$ cat src/rtl/instr_issue_queue.sv
// FIFO instruction buffer feeding the DataPath: one registered issue per cycle,
// NOP bubbles when empty, stall holds the current issue, flush drops everything.
module instr_issue_queue #(
  parameter int             XLEN     = 32,
  parameter int             DEPTH    = 8,
  parameter logic [XLEN-1:0] NOP_WORD = XLEN'(32'h0000_0013),
  parameter int             CNT_W    = 32
) (
  input  logic                     clk,
  input  logic                     rst,
  input  logic                     wr_en,
  input  logic [XLEN-1:0]          wr_instr,
  output logic                     wr_ready,
  input  logic                     stall,
  input  logic                     flush,
  output logic [XLEN-1:0]          instruction_word,
  output logic                     issue_valid,
  output logic [$clog2(DEPTH):0]   occupancy,
  output logic [CNT_W-1:0]         issued_count
);

  localparam int AW = $clog2(DEPTH);
  localparam int OW = AW + 1;

  logic [XLEN-1:0] mem_q [DEPTH];

  logic [AW-1:0]    wr_ptr_q, wr_ptr_d;
  logic [AW-1:0]    rd_ptr_q, rd_ptr_d;
  logic [OW-1:0]    occ_q, occ_d;
  logic [XLEN-1:0]  instr_q, instr_d;
  logic             valid_q, valid_d;
  logic [CNT_W-1:0] cnt_q, cnt_d;
  logic             push_s;
  logic             pop_s;
  logic             full_s;

  assign full_s           = (occ_q == OW'(DEPTH));
  assign wr_ready         = ~full_s;
  assign instruction_word = instr_q;
  assign issue_valid      = valid_q;
  assign occupancy        = occ_q;
  assign issued_count     = cnt_q;

  // Push readiness comes from registered occupancy only, so a same-cycle pop never frees room.
  always_comb begin
    push_s   = wr_en && !full_s && !flush;
    pop_s    = !flush && !stall && (occ_q != '0);
    wr_ptr_d = wr_ptr_q;
    rd_ptr_d = rd_ptr_q;
    occ_d    = occ_q;
    instr_d  = instr_q;
    valid_d  = valid_q;
    cnt_d    = cnt_q;

    if (push_s) begin
      wr_ptr_d = wr_ptr_q + AW'(1);
    end else begin
      wr_ptr_d = wr_ptr_q;
    end

    if (flush) begin
      rd_ptr_d = wr_ptr_q;
      occ_d    = '0;
      instr_d  = NOP_WORD;
      valid_d  = 1'b0;
    end else if (stall) begin
      if (push_s) begin
        occ_d = occ_q + OW'(1);
      end else begin
        occ_d = occ_q;
      end
    end else if (pop_s) begin
      instr_d  = mem_q[rd_ptr_q];
      valid_d  = 1'b1;
      rd_ptr_d = rd_ptr_q + AW'(1);
      cnt_d    = cnt_q + CNT_W'(1);
      if (push_s) begin
        occ_d = occ_q;
      end else begin
        occ_d = occ_q - OW'(1);
      end
    end else begin
      instr_d = NOP_WORD;
      valid_d = 1'b0;
      if (push_s) begin
        occ_d = occ_q + OW'(1);
      end else begin
        occ_d = occ_q;
      end
    end
  end

  // Control and issue state.
  always_ff @(posedge clk) begin
    if (rst) begin
      wr_ptr_q <= '0;
      rd_ptr_q <= '0;
      occ_q    <= '0;
      instr_q  <= NOP_WORD;
      valid_q  <= 1'b0;
      cnt_q    <= '0;
    end else begin
      wr_ptr_q <= wr_ptr_d;
      rd_ptr_q <= rd_ptr_d;
      occ_q    <= occ_d;
      instr_q  <= instr_d;
      valid_q  <= valid_d;
      cnt_q    <= cnt_d;
    end
  end

  // Storage array; contents are don't-care until written, so no reset.
  always_ff @(posedge clk) begin
    if (!rst && push_s) begin
      mem_q[wr_ptr_q] <= wr_instr;
    end
  end

endmodule

$ cat config.mk
export PLATFORM = sky130hd
export DESIGN_NAME = instr_issue_queue
export DESIGN_NICKNAME = d
export VERILOG_FILES = /design/src/rtl/instr_issue_queue.sv
export SDC_FILE = /design/constraint.sdc
export NUM_CORES = 1
export LEC_CHECK = 0
export BUFFER_PORTS_ARGS = -buffer_cell sky130_fd_sc_hd__buf_2
export CORE_AREA = 2 2 173 175
export DETAILED_ROUTE_END_ITERATION = 7
export DIE_AREA = 0 0 175 177
export PLACE_DENSITY_LB_ADDON = 0.2
export SYNTH_ARGS = -nofsm -noshare
export SYNTH_HDL_FRONTEND = slang
export SYNTH_SLANG_ARGS = --single-unit
$ cat constraint.sdc
create_clock -name clk -period 8.49 [get_ports clk]
set_input_delay 1.2735 -clock clk [delete_from_list [all_inputs] [get_ports clk]]
set_output_delay 1.2735 -clock clk [all_outputs]
set_load 0.005 [all_outputs]
After elaboration in Yosys (flattened, before gate mapping)
Memory sizes are Yosys's and may differ from the RTL's. A register that Yosys moved wholly into a read port is not among the register bits. Cells that the tools add are included.

Equal/unequal tests: 3. Bitwise logic cells: 3. Reductions and logical operators: 14. Add/subtract/negate cells: 5. Mux-type cells: 13.

Operators by type and width (count): 32-bit by 1-bit adder with 32-bit output, second input constant (1); 32-bit 2-to-1 mux (1); 4-bit 2-to-1 mux (4); 3-bit 2-to-1 mux (5); 3-bit by 1-bit adder with 3-bit output, second input constant (2); 1-bit logical AND (5); 4-bit by 1-bit adder with 4-bit output, second input constant (1); 4-bit == test, second input constant (1); 1-bit zero test (4); 4-bit nonzero test (1); 4-bit by 1-bit subtractor with 4-bit output, second input constant (1); 1-bit 2-to-1 mux (3); 3-bit inequality test, second input constant (1); 1-bit NOT (3); 3-bit AND reduction (1); 2-bit by 1-bit inequality test with 1-bit output, second input constant (1); 2-bit AND reduction (1); 2-bit nonzero test (1); 2-bit OR reduction (1).

Input bits: 37. Memories kept: 1. Flip-flop bits (word level): 75. Memory bits (writable): 256.

Memories: mem_q (words 8, width 32, rd ports 1, clocked after Yosys merged registers in 1, wr ports 1, RTL line 25) `logic [XLEN-1:0] mem_q [DEPTH];`.

Logic depth before layout (Yosys ltp)
Gate-level depths: netlist (run 1).

Depth in word-level cells: 8. Depth in mapped cells: 8. Depth with buffers taken out: 6.

Worst setup path before layout (run 1)
OpenSTA, ideal clock, no wires.

Kind: input to register. From: input flush. To: memory mem_q[0][0] (enable). Stages on the path: 6. Buffers on the path: 2. Path slack: 3.545 ns. Arrival: 4.484 ns. Cells stage by stage: buf_2 > nor2b_1 > clkbuf_1 > nand2_1 > or3_1 > nor3_1.

Word-level cells in the longest chain between the ends: 5.

Ends and longest elaborated chain: start: declaration (RTL line 15) `input logic flush,`; 1-bit zero test (RTL line 46) `push_s = wr_en && !full_s && !flush;`; 1-bit logical AND (RTL line 46); 1-bit logical AND (RTL line 114) `if (!rst && push_s) begin`; 1-bit 2-to-1 mux (RTL line 114); 1-bit 2-to-1 mux (not written as such) (RTL line 115) `mem_q[wr_ptr_q] <= wr_instr;`; end: declaration (RTL line 25).

Every way passes these cells.

Worst setup path after layout (run 1)
From: input flush. To: memory mem_q[4][19] (enable).

Same word-level chain as after synthesis.

==> flow_summary.json, run 1 <==
{
  "die_h_um": 177,
  "hold-path-endpoint": "instruction_word[25]$_SDFFE_PP0N_",
  "final_nets": 910,
  "diodes": 0,
  "wl_um": 25390,
  "max_freq_ghz": 0.2928,
  "synth.cell_area_um2": 12920,
  "antenna_found_initial": 1,
  "maxCapViolations": 0,
  "arrival_ps": 3530,
  "via_per_inst": 5.363,
  "cts.clk_slew.worst_paths_ps": 60,
  "min_period_over_period": 0.4022,
  "path_buf_inv": 1,
  "synth_area_leaders": "edfxtp_1 60%, dfxtp_1 12%, mux4_2 11%, mux2i_1 2.4%, nand2_1 1.4%",
  "root_buffer": "clkbuf_16",
  "vias": 6891,
  "fin_crit_ps": 3415,
  "critical_path.max_stage_delay_ps": 960,
  "r2r-start": "occupancy[0]$_SDFFE_PP0P_",
  "cts_resized": 0,
  "synth_edf_count": 256,
  "yosys.area.top_type_share": 0.5952,
  "tightest_slew_ps": 1185,
  "post-place-cells": 1220,
  "hold_slack_ps": 444.4,
  "setup_tns_ps": 0,
  "critPathRequiredTime_ps": 8600,
  "yosys.area.top_type": "edfxtp_1",
  "synthCells": 754,
  "grt_pass1_wl_um": 39450,
  "r2r_end": "mem_q[4][19]$_DFFE_PP_",
  "yosysSeqAreaShare": 0.7161,
  "area_growth_pct": 15.91,
  "grt_overflow": 0,
  "worstPathCellList": "buf_2 -> nor2b_1 -> nand2_1 -> or3_1 -> nor2_4",
  "synth.distinct_cells": 49,
  "routedWlPerCell_um": 19.76,
  "register_area_um2": 9255,
  "slew_headroom": 0.2078,
  "cts_max_level": 2,
  "path_class": "input pin to register",
  "critical_path.endpoint_type": "register",
  "setup.worst_path.start_class": "input pin",
  "yosysWarnings": 0,
  "power_mw": 3.364,
  "path_max_fanout": 32,
  "worst_hold_startpoint": "instruction_word[25]$_SDFFE_PP0N_",
  "first_global_vias": 6789,
  "drive_gt1_frac": 0.2827,
  "place.gp.congestion": 0.7910,
  "setup_viol": 0,
  "whs_path_depth": 2,
  "status": "completed",
  "ys_ff_latch": 334,
  "fin_util": 0.5119,
  "initial_utilization": 0.4417,
  "antenna_left": 0,
  "grt_max_degree": 61,
  "maxSlewViolCount": 0,
  "post_cts_buffers": 0,
  "crit_slowest_cell": "nor2_4",
  "core_um2": 29240,
  "cts.sinks": 334,
  "p_per_area_nw_per_um2": 224.7,
  "rsz0062_at_grt": "no",
  "fillers": 2442,
  "die_x_um": 175,
  "hp-class": "register to register",
  "dr.pass1.iters": 7,
  "ctsHoldBuffers": 0,
  "cts_tree": "built",
  "skew_ps": 23.22,
  "drc": 0,
  "cts_buffer_depth": 3,
  "syn_area_per_cell_um2": 17.13,
  "std_cell_rows": 63,
  "reg2reg_slack_ps": 5410,
  "portBuffers": 106,
  "ir_worst_vdd_v": 0.0001209,
  "total_leakage_power_nw": 5.015,
  "multiInputGateArea_um2": 3513,
  "hpwl_um": 14770,
  "grt_util_all_layers": 0.1658,
  "numCtsBuffers": 36,
  "synth_nets": 796,
  "synthArstFlopShare": 0,
  "crit_family": "simple AND/OR/NAND/NOR gates",
  "hold_violations": 0,
  "ff2ff_path_depth": 6,
  "stdcell_count": 1285,
  "insertion_delay_ps": 510,
  "synth_ff_type": "edfxtp_1",
  "top_level_ports": 107,
  "dieArea_um2": 30980,
  "drtIter0Drc": 482
}
-- worst register-to-register path, cell delays in order (launching register included) --
cell      delay [ps]
dfxtp_1          410
inv_1             90
ha_1             240
nand3b_1         270
nand2_1          190
or3_1            500
nor2_4           960
-- worst max path at each step --
stage	from	to	slack, ps	cells after the start
after floorplan	flush	mem_q[0][0]$_DFFE_PP_	3540	6
after CTS	flush	mem_q[4][19]$_DFFE_PP_	5070	5
final	flush	mem_q[4][19]$_DFFE_PP_	5080	5
after detailed placement	flush	mem_q[4][25]$_DFFE_PP_	4550	5
after global routing	flush	mem_q[4][19]$_DFFE_PP_	4900	5
after global placement	flush	mem_q[4][25]$_DFFE_PP_	4590	5
-- Yosys cell counts (2+ instances only) --
cell type  count
mux2_1        10
clkbuf_1      18
ha_1           5
a211oi_1       3
edfxtp_1     256
o21ai_0       33
nor3_1         3
mux2i_1       31
o22a_1         3
nor2b_1       17
xnor2_1        3
mux2_2         9
buf_4          3
or4_1          7
nor2_1        35
xor2_1         6
or3_1          6
nand3_1       15
buf_1          2
o31ai_1        7
a21oi_1       14
nor4_1        17
and2_1         2
and4_1         5
mux4_2        64
nand2_1       49
and3_1         2
inv_1          7
buf_2         17
nand4_1        9
dfxtp_1       78
-- flip-flops by register name (all words and copies together) (netlist names), named ones only --
name / flops
mem_q: 256
instruction_word: 32
issued_count: 32
occupancy: 4
rd_ptr_q: 3
wr_ptr_q: 3
issue_valid: 1
-- power breakdown --
part / leakage, nW / internal [mW] / switching, mW
Clock: 0.532 / 0.831 / 0.601
Sequential: 2.94 / 1.77 / 0.0125
Combinational: 1.54 / 0.0677 / 0.0812
-- routing by layer --
| metal | track usage | wire [µm] |
|---|---|---|
| met1 | 0.2285 | 11490 |
| met2 | 0.2755 | 12470 |
| met3 | 0.02878 | 988 |
| met4 | 0.04236 | 421 |
| met5 | 0 | 13 |
-- cell type report --
class | instances | area share
flip-flops and latches | 334 | 0.6182
multi-input cells | 373 | 0.2347
clock buffers | 52 | 0.06761
repair buffers | 116 | 0.04045
well taps | 390 | 0.03260
clock inverters | 13 | 0.004680
inverters | 7 | 0.001755
-- kinds of logic after synthesis --
| group | after synthesis | synth area share |
|---|---|---|
| flops | 334 | 0.7161 |
| fa+ha+maj | 5 | 0.004844 |
| mux | 114 | 0.1522 |
| compound gates | 67 | 0.03071 |
| simple gates | 177 | 0.07217 |
| buf+inv | 47 | 0.01618 |
| xor+xnor | 10 | 0.007847 |
-- cells in the final DEF (no fill, tap or decap), drive strengths merged, types with 2 or more instances in the layout --
cell,instances
edfxtp,256
a21oi,14
and2,2
ha,5
and3,2
nor3,3
mux4,64
nor2,36
o31ai,7
a211oi,3
and4,5
nor2b,17
inv,9
o21ai,33
or3,6
o22a,3
nand3,16
xor2,6
mux2,19
nand2,49
nor4,17
mux2i,31
xnor2,3
dfxtp,78
clkinv,11
or4,7
nor3b,2
nand4,10
clkbuf,52
buf,116
-- metrics by stage --
stage | worst slack [ps] | cell area (µm²)
final | 5075 | 14970
after global routing | 4899 | 14970
after CTS | 5065 | 14970
after detailed placement | 4554 | 13890
after global placement | 4593 | 13890
after floorplan | 3545 | 12920
Power figures use the tool's default switching activity.
==> run 2: changes to the inputs <==
ABC_AREA = 1   (was default)
CORE_AREA = 2 2 177 179   (was 2 2 173 175)
DIE_AREA = 0 0 179 181   (was 0 0 175 177)
clock period = 2.85 ns   (was 8.49 ns; I/O delays follow)
==> run 2 against run 1 <==
  * Worst setup slack worse by 4700 ps
  * Critical endpoint is now mem_q[0][2]$_DFFE_PP_
  * Highest routed layer unchanged
  * Register-to-register slack got worse by 5100 ps
  * Worst hold slack worse by 250 ps
  * First-iteration DRC count rose by 53%
  * Clock-buffer cell count is 4 lower
  * Sequential power rose to 3.0 times the previous value
  * Non-clock buffer count rose by 21
  * Clock skew is 13 ps lower
  * Largest power group unchanged
  * Design area grew 5.6%
==> flow_summary.json, run 2 <==
{
  "status": "completed",
  "diodes": 0,
  "hold_violations": 0,
  "regMostFlops": "mem_q",
  "fin_crit_ps": 2519,
  "setup.worst_path.start_class": "register",
  "drtIter0Drc": 738,
  "grt_util_all_layers": 0.1940,
  "dpl_cell_area_um2": 14570,
  "setup_viol": 0,
  "grt_overflow": 0,
  "yosys.area.top_type_share": 0.5703,
  "path_class": "register to register",
  "ir_worst_vdd_v": 0.0005285,
  "rsz0062_at_grt": "no",
  "cts.sinks": 334,
  "max_freq_ghz": 0.3970,
  "first_global_vias": 8743,
  "antenna_left": 0,
  "p_per_area_nw_per_um2": 671.7,
  "cts_tree": "built",
  "critical_path.endpoint_type": "register",
  "routedWlPerCell_um": 17.55,
  "top_level_ports": 107,
  "largest_reg_flops": 256,
  "ff2ff_path_depth": 8,
  "synthCells": 1248,
  "synth.most_common_cell": "edfxtp_1",
  "initial_utilization": 0.4441,
  "fillers": 2686,
  "r2r-start": "occupancy[0]$_SDFFE_PP0P_",
  "ys_ff_latch": 334,
  "core_um2": 30350,
  "critPathRequiredTime_ps": 3000,
  "vias": 9227,
  "cts_resized": 0,
  "root_buffer": "clkbuf_16",
  "hpwl_um": 18760,
  "synth_common_cells": "256 x edfxtp_1, 254 x nor2_1, 167 x nand2_1",
  "r2r_end": "mem_q[0][2]$_DFFE_PP_",
  "total_leakage_power_nw": 5.534,
  "via_per_inst": 5.181,
  "stdcell_area_um2": 15810,
  "drive_gt1_frac": 0.1588,
  "numCtsBuffers": 36,
  "slew_headroom": 0.5329,
  "synth_area_leaders": "edfxtp_1 57%, dfxtp_1 12%, nor2_1 7.1%, o21ai_0 4.7%, nand2_1 4.7%",
  "synth.distinct_cells": 35,
  "path_max_fanout": 23,
  "min_period_over_period": 0.8839,
  "drc": 0,
  "post_cts_buffers": 0,
  "antenna_found_initial": 2,
  "yosysWarnings": 0,
  "portBuffers": 106,
  "reg2reg_slack_ps": 330,
  "final_nets": 1401,
  "whs_path_depth": 1,
  "ctsHoldBuffers": 0,
  "tightest_slew_ps": 699.8,
  "arrival_ps": 2670,
  "layout_commonest_cell": "edfxtp_1",
  "skew_ps": 10.31,
  "cts_max_level": 2,
  "synth.cell_area_um2": 13480,
  "synth_ff_type": "edfxtp_1",
  "synth_edf_count": 256,
  "insertion_delay_ps": 510,
  "synth_nets": 1290,
  "maxCapViolations": 0,
  "worst_hold_startpoint": "wr_instr[31]",
  "die_h_um": 181,
  "cts_buffer_depth": 3,
  "fin_util": 0.5208,
  "maxSlewViolCount": 0,
  "yosysSeqAreaShare": 0.6862,
  "cts.clk_slew.worst_paths_ps": 60,
  "wl_um": 31250,
  "die_x_um": 179,
  "syn_area_per_cell_um2": 10.80,
  "grt_max_degree": 129,
  "hold-path-endpoint": "mem_q[4][31]$_DFFE_PP_",
  "std_cell_rows": 64,
  "hp-class": "input pin to register",
  "place.gp.congestion": 0.8034,
  "yosys.area.top_type": "edfxtp_1",
  "dr.pass1.iters": 5,
  "dieArea_um2": 32400,
  "grt_pass1_wl_um": 49160,
  "mostFrequentLayoutCells": "256 x edfxtp_1, 250 x nor2_1, 167 x nand2_1",
  "synthArstFlopShare": 0,
  "area_growth_pct": 17.27
}
==> run 2: cell types whose count changed in the layout (fill, tap and decap cells not counted), moves of 10 or more <==
| cell | delta |
|---|---|
| mux4_2 | -64 |
| inv_1 | +42 |
| nor4_1 | -17 |
| nand2_1 | +118 |
| nor2b_1 | -17 |
| buf_4 | +16 |
| nor2_1 | +221 |
| a21oi_1 | +40 |
| o21ai_0 | +94 |
| nand3_1 | +74 |
| mux2_1 | -10 |
| mux2i_1 | -31 |
| o211ai_1 | +38 |
==> run 2: metal layers <==
metal | global-route usage | routed length (µm)
met4 | 0.04358 | 522
met2 | 0.3008 | 14100
met3 | 0.03388 | 1930
met5 | 0 | 26
met1 | 0.2857 | 14670
==> run 2: kinds of logic after synthesis <==
family | count (synthesis) | share of synthesized area
DFF | 334 | 0.6862
buffers and inverters | 117 | 0.03806
adders and majority gates | 5 | 0.004641
AOI/OAI and AO/OA | 233 | 0.09487
and+or+nand+nor | 554 | 0.1730
xor gates and xnor gates | 5 | 0.003249
==> run 2: area by class of cell <==
type                            count  area [µm²]  area share
Clock inverter                     16       261.5     0.01654
Sequential cell                   334        9254      0.5855
Timing Repair Buffer              137       825.8     0.05224
Tap cell                          396       495.5     0.03135
Multi-Input combinational cell    797        3792      0.2399
Clock buffer                       48       977.2     0.06182
Inverter                           53       200.2     0.01267
==> run 2: worst max-delay path by stage <==
stage                     slack, ps                endpoint                      start  cells after the start
after floorplan                -170   mem_q[0][0]$_DFFE_PP_                        rst                      6
after global placement          450  mem_q[0][23]$_DFFE_PP_  occupancy[0]$_SDFFE_PP0P_                      8
after detailed placement        390  mem_q[0][11]$_DFFE_PP_  occupancy[0]$_SDFFE_PP0P_                      8
after global routing            200  mem_q[0][13]$_DFFE_PP_  occupancy[0]$_SDFFE_PP0P_                      8
final                           330   mem_q[0][2]$_DFFE_PP_  occupancy[0]$_SDFFE_PP0P_                      8
after CTS                       370  mem_q[0][13]$_DFFE_PP_  occupancy[0]$_SDFFE_PP0P_                      8
==> run 2: where the power goes <==
group          total (mW)  switching, mW  internal, mW
Sequential           5.29         0.0161          5.27
Clock                4.89           1.84          3.05
Combinational       0.441          0.314         0.127
Total                10.6           2.17          8.44
==> run 2: through the flow <==
step | power (mW) | setup WS, ps | TNS, ps | cells | hold WS (ps)
2_1_floorplan | 5.651 | -173.3 | -31330 | 1248 | 452.7
3_3_place_gp | 5.830 | 453.2 | 0 | 1717 | 443.2
3_5_place_dp | 5.836 | 386.9 | 0 | 1717 | 453.2
4_1_cts | 10.72 | 370.2 | 0 | 1781 | 175.3
5_1_grt | 10.96 | 204.2 | 0 | 1781 | 200.5
6_report | 10.62 | 331.0 | 0 | 1781 | 198.5
==> run 2: worst max-delay path, cell delays in order (launching register included) <==
cell	delay, ps
dfxtp_1	410
inv_1	100
ha_1	260
nand3_2	100
nand2_1	120
nor2_1	310
nand2_1	310
nor2_4	160
buf_4	380
